`src/rtl/brick_pkg.sv`:
```
// Shared grid geometry, state encoding and cell-index helpers for the brick frame arbiter.
package brick_pkg;

   localparam int GRID_W    = 16;
   localparam int GRID_H    = 12;
   localparam int COORD_W   = 4;
   localparam int GRID_BITS = GRID_W * GRID_H;
   localparam int IDX_W     = $clog2(GRID_BITS);
   localparam int ROW_W     = $clog2(GRID_H);

   typedef enum logic {
      IDLE  = 1'b0,
      CLEAR = 1'b1
   } state_t;

   // Flat bitmap position of cell (x,y); row-major, x fastest.
   function automatic logic [IDX_W-1:0] idx(input logic [COORD_W-1:0] x,
                                            input logic [COORD_W-1:0] y);
      return IDX_W'(y) * IDX_W'(GRID_W) + IDX_W'(x);
   endfunction

   function automatic logic [IDX_W-1:0] row_base(input logic [ROW_W-1:0] row);
      return IDX_W'(row) * IDX_W'(GRID_W);
   endfunction

   // One extra bit so GRID_W itself is representable next to a COORD_W-wide field.
   function automatic logic in_range(input logic [COORD_W-1:0] x,
                                     input logic [COORD_W-1:0] y);
      return ({1'b0, x} < (COORD_W+1)'(GRID_W)) && ({1'b0, y} < (COORD_W+1)'(GRID_H));
   endfunction

endpackage

```
`src/rtl/brick_rr_arb2.sv`:
```
// Two-way round-robin arbiter: one-hot grant, pointer moves to the loser after every grant.
module brick_rr_arb2 (
   input  logic       clock,
   input  logic       reset,
   input  logic [1:0] valid,
   input  logic       enable,
   output logic [1:0] grant
);

   logic rr_ptr;

   // Under contention rr_ptr names the favoured requester; a lone requester always wins.
   always_comb begin
      grant = 2'b00;
      if (enable) begin
         if (valid == 2'b11) begin
            grant = rr_ptr ? 2'b10 : 2'b01;
         end else begin
            grant = valid;
         end
      end
   end

   always_ff @(posedge clock) begin
      if (reset) begin
         rr_ptr <= 1'b0;
      end else if (grant[0]) begin
         rr_ptr <= 1'b1;
      end else if (grant[1]) begin
         rr_ptr <= 1'b0;
      end
   end

endmodule

```
`src/rtl/brick_frame_arbiter.sv`:
```
// Owns the 16x12 brick bitmap: arbitrates cell writes, sequences clears, commits at frame start.
// BRICK_FRAME_DOUBLE_BUFFER_EN adds a shadow grid committed to data only at frame start.
module brick_frame_arbiter
   import brick_pkg::*;
(
   input  logic                 clock,
   input  logic                 reset,
   input  logic                 frame_start,
   input  logic                 req0_valid,
   output logic                 req0_ready,
   input  logic [COORD_W-1:0]   req0_x,
   input  logic [COORD_W-1:0]   req0_y,
   input  logic                 req0_val,
   input  logic                 req1_valid,
   output logic                 req1_ready,
   input  logic [COORD_W-1:0]   req1_x,
   input  logic [COORD_W-1:0]   req1_y,
   input  logic                 req1_val,
   input  logic                 clear_req,
   output logic                 clear_busy,
   output logic [GRID_BITS-1:0] data,
   output logic                 commit_done,
   output logic                 oob_drop
);

   state_t               state;
   state_t               state_next;
   logic [ROW_W-1:0]     clr_row;
   logic [ROW_W-1:0]     clr_row_next;
   logic                 commit_pending;
   logic                 commit_pending_next;
   logic                 arb_enable;
   logic                 clear_row_en;
   logic [1:0]           grant;
   logic                 wr_fire;
   logic [COORD_W-1:0]   wr_x;
   logic [COORD_W-1:0]   wr_y;
   logic                 wr_val;
   logic                 wr_ok;
   logic [GRID_BITS-1:0] work_grid;
   logic [GRID_BITS-1:0] grid_next;
`ifdef BRICK_FRAME_DOUBLE_BUFFER_EN
   logic                 do_commit;
   logic [GRID_BITS-1:0] shadow;
`endif

   brick_rr_arb2 u_arb (
      .clock  (clock),
      .reset  (reset),
      .valid  ({req1_valid, req0_valid}),
      .enable (arb_enable),
      .grant  (grant)
   );

   assign req0_ready = grant[0];
   assign req1_ready = grant[1];
   assign clear_busy = (state == CLEAR);

   // Commit beats clear beats writes; a frame_start seen mid-clear is deferred until IDLE.
   always_comb begin
      state_next          = state;
      clr_row_next        = clr_row;
      commit_pending_next = commit_pending;
      arb_enable          = 1'b0;
      clear_row_en        = 1'b0;
`ifdef BRICK_FRAME_DOUBLE_BUFFER_EN
      do_commit           = 1'b0;
`endif
      case (state)
         IDLE: begin
`ifdef BRICK_FRAME_DOUBLE_BUFFER_EN
            if (frame_start || commit_pending) begin
               do_commit           = 1'b1;
               commit_pending_next = 1'b0;
            end else if (clear_req) begin
               state_next   = CLEAR;
               clr_row_next = '0;
            end else begin
               arb_enable = 1'b1;
            end
`else
            if (clear_req) begin
               state_next   = CLEAR;
               clr_row_next = '0;
            end else begin
               arb_enable = 1'b1;
            end
`endif
         end
         CLEAR: begin
            clear_row_en = 1'b1;
`ifdef BRICK_FRAME_DOUBLE_BUFFER_EN
            if (frame_start) begin
               commit_pending_next = 1'b1;
            end
`endif
            if (clr_row == ROW_W'(GRID_H - 1)) begin
               state_next = IDLE;
            end else begin
               clr_row_next = clr_row + 1'b1;
            end
         end
      endcase
   end

   // Selected write; out-of-range cells still complete the handshake but touch nothing.
   always_comb begin
      wr_fire = |grant;
      wr_x    = grant[1] ? req1_x   : req0_x;
      wr_y    = grant[1] ? req1_y   : req0_y;
      wr_val  = grant[1] ? req1_val : req0_val;
      wr_ok   = in_range(wr_x, wr_y);
   end

`ifdef BRICK_FRAME_DOUBLE_BUFFER_EN
   assign work_grid = shadow;
`else
   assign work_grid = data;
`endif

   always_comb begin
      grid_next = work_grid;
      if (clear_row_en) begin
         grid_next[row_base(clr_row) +: GRID_W] = '0;
      end
      if (wr_fire && wr_ok) begin
         grid_next[idx(wr_x, wr_y)] = wr_val;
      end
   end

   always_ff @(posedge clock) begin
      if (reset) begin
         state          <= IDLE;
         clr_row        <= '0;
         commit_pending <= 1'b0;
         commit_done    <= 1'b0;
         oob_drop       <= 1'b0;
         data           <= '0;
`ifdef BRICK_FRAME_DOUBLE_BUFFER_EN
         shadow         <= '0;
`endif
      end else begin
         state          <= state_next;
         clr_row        <= clr_row_next;
         commit_pending <= commit_pending_next;
         oob_drop       <= wr_fire && !wr_ok;
`ifdef BRICK_FRAME_DOUBLE_BUFFER_EN
         commit_done    <= do_commit;
         shadow         <= grid_next;
         if (do_commit) begin
            data <= shadow;
         end
`else
         commit_done    <= frame_start;
         data           <= grid_next;
`endif
      end
   end

endmodule

```
`config.mk`:
```
export PLATFORM = sky130hd
export DESIGN_NAME = brick_frame_arbiter
export DESIGN_NICKNAME = d
export VERILOG_FILES = /design/src/rtl/brick_pkg.sv /design/src/rtl/brick_rr_arb2.sv /design/src/rtl/brick_frame_arbiter.sv
export SDC_FILE = /design/constraint.sdc
export NUM_CORES = 1
export LEC_CHECK = 0
export BUFFER_PORTS_ARGS = -buffer_cell sky130_fd_sc_hd__buf_4
export CORE_MARGIN = 3
export CORE_UTILIZATION = 42
export CTS_CLUSTER_DIAMETER = 120
export DETAILED_ROUTE_END_ITERATION = 7
export PLACE_DENSITY_LB_ADDON = 0.08
export SKIP_LAST_GASP = 1
export SYNTH_ARGS = -nofsm -noshare
export SYNTH_HDL_FRONTEND = slang
export SYNTH_SLANG_ARGS = --single-unit
```
`constraint.sdc`:
```
create_clock -name clock -period 6.86 [get_ports clock]
set_clock_uncertainty 0.05 [all_clocks]
set_input_delay 0 -clock clock [delete_from_list [all_inputs] [get_ports clock]]
set_output_delay 0 -clock clock [all_outputs]
set_load 0.01 [all_outputs]
```
* Word-level counts from Yosys, hierarchy flattened
Index checks and enable logic that the tools add are counted.
Cells by class: order comparisons 3, $mul 0, equality and inequality tests 4, bitwise logic cells 1, shifts and indexed selects 2, div/mod/pow operators 0, muxes and demuxes 23, reductions and logical operators 7, $add $sub $neg 3
Operators with widths (number):
- $bwmux W192 | 2
- $mux W192 | 2
- $shift A16 B10 Y192 const A | 1
- $shiftx A16 B10 Y192 const A | 1
- $mux W4 | 4
- $neg A8 Y10 | 1
- $lt A8 B9 Y1 const B | 1
- $mux W1 | 9
- $add A8 B4 Y8 | 1
- $demux W1 S8 | 1
- $ge A8 B1 Y1 const B | 1
- $pmux W4 S2 | 1
- $mux W2 | 3
- $add A4 B1 Y4 const B | 1
- $eq A4 B4 Y1 const B | 1
- $lt A4 B4 Y1 const B | 1
- $ne A2 B2 Y1 const B | 2
- $logic_and A1 B1 Y1 | 3
- $eq A2 B2 Y1 const B | 1
- $pmux W1 S2 | 1
- $reduce_and A2 Y1 | 1
- $reduce_bool A2 Y1 | 1
- $reduce_or A2 Y1 | 1
- $logic_not A1 Y1 | 1
- $not A1 Y1 | 1
Storage, ports and cells: bits in read-only memories 0, input bits 24, latch bits 0, register bits after elaboration 200, bits in writable memories 0, memories kept 0

* Logic depth before layout (Yosys ltp)
depth in word-level cells 11, depth in mapped cells 10, depth with buffers taken out 7

* Cells and area by module
Synthesis repeated with hierarchy kept, for this count alone.
Unflattened totals: cell total of the unflattened synthesis 980, area total of the unflattened synthesis 9836.9 µm²
Modules (own cells, without submodules):
- brick_frame_arbiter | seq. area each 3983.8 µm², cells each 972, area each 9781.9 µm², instances 1
- brick_rr_arb2 | seq. area each 20.0 µm², cells each 8, area each 55.1 µm², instances 1

* Worst setup path after synthesis
Ideal clock, no wire load.
path kind reg2reg, start point register clr_row[0], end point register data[128], slack 4493 ps, arrival 2192 ps, cell stages (with the launch flop) 10, required time 6685 ps, cells stage by stage dfxtp_1 -> clkbuf_1 -> inv_1 -> ha_1 -> or3b_2 -> o31ai_1 -> a21oi_1 -> clkbuf_1 -> o211ai_1 -> o31ai_1
Between the ends: cells in the longest elaborated chain, start to end 6, elaborated cells between the ends (all ways) 7
Ends and longest elaborated chain:
- start: declaration | RTL line brick_frame_arbiter.sv:28 | logic [ROW_W-1:0] clr_row;
- start signal: assignment | RTL line brick_frame_arbiter.sv:144 | clr_row <= clr_row_next;
- $neg A8 Y10 (*) | RTL line brick_frame_arbiter.sv:124 | grid_next[row_base(clr_row) +: GRID_W] = '0;
- $shiftx A16 B10 Y192 or $shift A16 B10 Y192 (tied branches) | RTL line brick_frame_arbiter.sv:124
- $bwmux W192 (*) | RTL line brick_frame_arbiter.sv:124
- $mux W192 (*) | RTL line brick_frame_arbiter.sv:123 | if (clear_row_en) begin
- $bwmux W192 | RTL line brick_frame_arbiter.sv:127 | grid_next[idx(wr_x, wr_y)] = wr_val;
- $mux W192 (*) | RTL line brick_frame_arbiter.sv:126 | if (wr_fire && wr_ok) begin
- end signal: assignment | RTL line brick_frame_arbiter.sv:155 | data <= grid_next;
- end: declaration | RTL line brick_frame_arbiter.sv:21 | output logic [GRID_BITS-1:0] data,
Mark *: on every way between the ends. The rest lies on a longest branch, timed or not. A chain may end at the register's enable or synchronous reset.

* Worst setup path in the final report
start point register state (netlist: clear_busy), end point register data[62]
Between the ends: cells in the longest elaborated chain, start to end 10, elaborated cells between the ends (all ways) 18
Ends and longest elaborated chain:
- start: declaration | RTL line brick_frame_arbiter.sv:26 | state_t state;
- start signal: assignment | RTL line brick_frame_arbiter.sv:143 | state <= state_next;
- $mux W1 | RTL line brick_frame_arbiter.sv:69 | case (state)
- $mux W2 | RTL line brick_rr_arb2.sv:15 | if (enable) begin
- $mux W4 (on tied branches) | RTL line brick_frame_arbiter.sv:109, brick_frame_arbiter.sv:110
- $add A8 B4 Y8 | RTL line brick_pkg.sv:19 | return IDX_W'(y) * IDX_W'(GRID_W) + IDX_W'(x);
- $lt A8 B9 Y1 (not written as such) or $ge A8 B1 Y1 (tied branches) | RTL line brick_frame_arbiter.sv:127
- $logic_and A1 B1 Y1 (not written as such) | RTL line brick_frame_arbiter.sv:127
- $mux W1 (not written as such) | RTL line brick_frame_arbiter.sv:127
- $demux W1 S8 | RTL line brick_frame_arbiter.sv:127
- $bwmux W192 | RTL line brick_frame_arbiter.sv:127
- $mux W192 (*) | RTL line brick_frame_arbiter.sv:126
Marked as above.

==> summary.md <==
| Metric | Value |
|---|---|
| Core ar. | 21,400 µm² |
| GPL Wtd Cong | 0.920 |
| Fill cell count | between 2,000 and 2,500 |
| Starting Density | 43.4% |
| Sequential area share after synthesis | a little over two fifths |
| Synthesis Warnings | 0 |
| Drt initial violations | 687 |
| Clock Pin Slew Worst Setup and Hold Paths | 0.08 ns |
| Crit path capture type | register |
| Routed wire per std cell | slightly above 20 µm |
| Synthesized netlist net count | 1,039 |
| Met3 global-route usage | 5.04% |
| Maximum buffer depth of the clock tree | 2 |
| Synth Register Bits | 200 |
| Antenna violations before repair | 0 |
| Multi-input combinational cell area | 4810 µm² |
| Fin Setup TNS | 0 ns |
| Final slew viol count | 0 |
| Drc violations | 0 |
| Dpl cells | 1,432 |
| Gr ovfl total | 0 |
| I/O pin cnt | between 200 and 250 |
| Commonest non-fill, non-tap cell in the layout | buf_4 |
| Total power | 2.37 mW |
| EDFF count, synth | 0 |
| Final setup margin | around 3.3 ns |
| Worst Path Required | 7.10 ns |
| Vias/cell | 5.87 |
| Port buffer count | 220 |
| Yosys top cell by area | dfxtp_1 |
| Num Clock Sinks | 200 |
| Synth top area cells | dfxtp_1 (43%), mux2i_1 (11%), nand2_1 (7.9%) |
| Die Width | 155 µm |
| GRT busiest layer | met2 |
| DIE AREA | roughly 24,000 µm² |
| Chip height | 155 µm |
| Antenna diodes | 0 |
| Fin cells | 1,474 |
| Peak supply drop | 0.148 mV |
| Synth cell types | 59 |
| Post_cts resized | 0 |
| Worst min path class | in2reg |
| Pin count of the biggest net entering global routing | 109 |
| Synth async-reset ratio | 0% |
| Root buffer cell | clkbuf_16 |
| Vias in the first global route | roughly 8,000 |
| Critical Path Start Type | register |
| Mapped cell area | roughly 9300 µm² |
| First-pass GRT wire length | 45,900 µm |
| Worst EP arrival | 3.83 ns |
| Nets | about 1,200 |
| Setup violations, final | 0 |
| Met1 Usage GRT | between 30 and 40% |
| Min Tclk post-route | 3.59 ns |
| Power Dens Cells | 202 nW/µm² |
| Number of H-tree levels | 4 |
| Prevailing post-synth register cell | dfxtp_1 |
| Share of cells above drive strength 1 | 25.3% |
| Top-area cell type share of the netlist area | 43.2% |
| Max Cap Viol | 0 |
| Routing usage on met2 | between 30 and 40% |
| DP HPWL | 20,700 µm |
| Fmax | 0.278 GHz |
| Number of antenna-violating nets in the routed design | 0 |
| First drt pass iteration count | 5 |
| RR Startpoint | clear_busy |
| Final Hold Viols | 0 |
| Synthesized area per cell | 9.17 µm² |
| Syn-to-layout area delta | 26.6% |
| Cells along the critical path | or3b_1, o21ai_0, a21o_4, buf_4, o31ai_1 |
| CP max stage cell | a21o_4 |
| Pre-CTS WS | 3.25 ns |
| Slew HR | 16.2% |
| Final wirelength | 30,400 µm |
| Clock tree from TritonCTS | done |
| HP Start | req1_y[3] |
| GRT Overall Usage | 24.2% |
| Most frequent cells in the layout | buf_4 (249), dfxtp_1 (200), nand2_1 (196) |
| Tcrit/Tclk final | 52.4% |
| Least-Margin Pin Slew | 1.26 ns |
| Crit path max fanout | approximately 110 |
| # rows | 53 |
| Sequential cell area | 4000 µm² |
| Classification of the worst setup path | reg2reg |
| CP max stage delay | 0.87 ns |
| Crit path launch | clear_busy |
| RSZ-0062 raised after global routing | no |
| Leak | 4.87 nW |
| Worst-Skew Late Latency | 0.43 ns |
| Core Util, Final | a little over half |
| CTS Buf Count | 17 |
| Syn Inst Count | between 1,000 and 1,500 |
| Status | complete, no violations |
| Via count | 8,647 |
## per-layer routing
metal,up-vias,wire [µm]
met5,-,0
met4,0,535
met3,37,2350
met2,331,14000
met1,4114,13400
li1,4165,-
## synthesized netlist by cell type, types with 5 or more instances
| cell type | number |
|---|---|
| o32ai_1 | 13 |
| o211ai_1 | 34 |
| buf_2 | 33 |
| a32oi_1 | 14 |
| o21ai_0 | 17 |
| a21oi_1 | 14 |
| clkbuf_1 | 54 |
| dfxtp_1 | 200 |
| o22ai_1 | 13 |
| and2_1 | 5 |
| nand3_1 | 5 |
| nand2b_1 | 9 |
| nor2b_1 | 25 |
| mux2i_1 | 103 |
| nand2_1 | 196 |
| a31oi_1 | 5 |
| nand4_1 | 13 |
| buf_6 | 11 |
| nor2_1 | 17 |
| o31ai_1 | 93 |
| o221ai_1 | 56 |
| nor4_1 | 5 |
## state kept, by name, indices dropped and copies added, names as in the netlist
| signal | flops |
|---|---|
| commit_done | 1 |
| data | 192 |
| oob_drop | 1 |
| clr_row | 4 |
| clear_busy | 1 |
| u_arb.rr_ptr | 1 |
## area by class of cell
cell class,instances,share of cell area (%)
multi-input combinational,704,40.9
tap,275,2.93
inverter,4,0.128
timing repair buffer,259,16.8
clock buffer,17,3.62
sequential,200,34.1
clock inverter,15,1.49
## per-stage QoR
step	instance area, µm²	hold slack (ns)
after detailed placement	11000	0.168
final	11700	0.0657
after CTS	11700	0.0447
after global placement	11000	0.171
after floorplan	9270	0.0315
after global routing	11700	0.113
## logic make-up after synthesis
logic type | synth area share, %
AND/OR/NAND/NOR | 15.3
AO/OA/AOI/OAI | 24.2
flip-flops | 43.2
buffers and inverters | 5.71
multiplexers | 11.1
adder cells (fa/ha/maj) | 0.540
## worst max-delay path: cells and delay by family (launching register included)
| kind | cells | cell delay, ns |
|---|---|---|
| AND/OR/NAND/NOR | 1 | 0.64 |
| buffers and inverters | 1 | 0.83 |
| flip-flops | 1 | 0.49 |
| AO/OA/AOI/OAI | 3 | 1.36 |
## report_power, final
part	switching [mW]	internal (mW)	leakage (nW)	total [mW]
Clock	0.520	0.495	0.293	1.01
Sequential	0.00487	1.16	1.61	1.17
Combinational	0.136	0.0484	2.96	0.185
Total	0.661	1.71	4.87	2.37
## worst paths after layout
kind,endpoint,slack (ns),cells after the start
hold reg to reg,data[136],0.41,2
setup reg to reg,data[62],3.27,5
setup / recovery,data[62],3.27,5
hold / removal,data[112],0.07,6
## what timing repair did
action                    4_1_cts  5_1_grt
setup buffers                   0        0
hold endpoints to repair       17        0
hold buffers                   10        0
(Power assumes the default switching activity.)
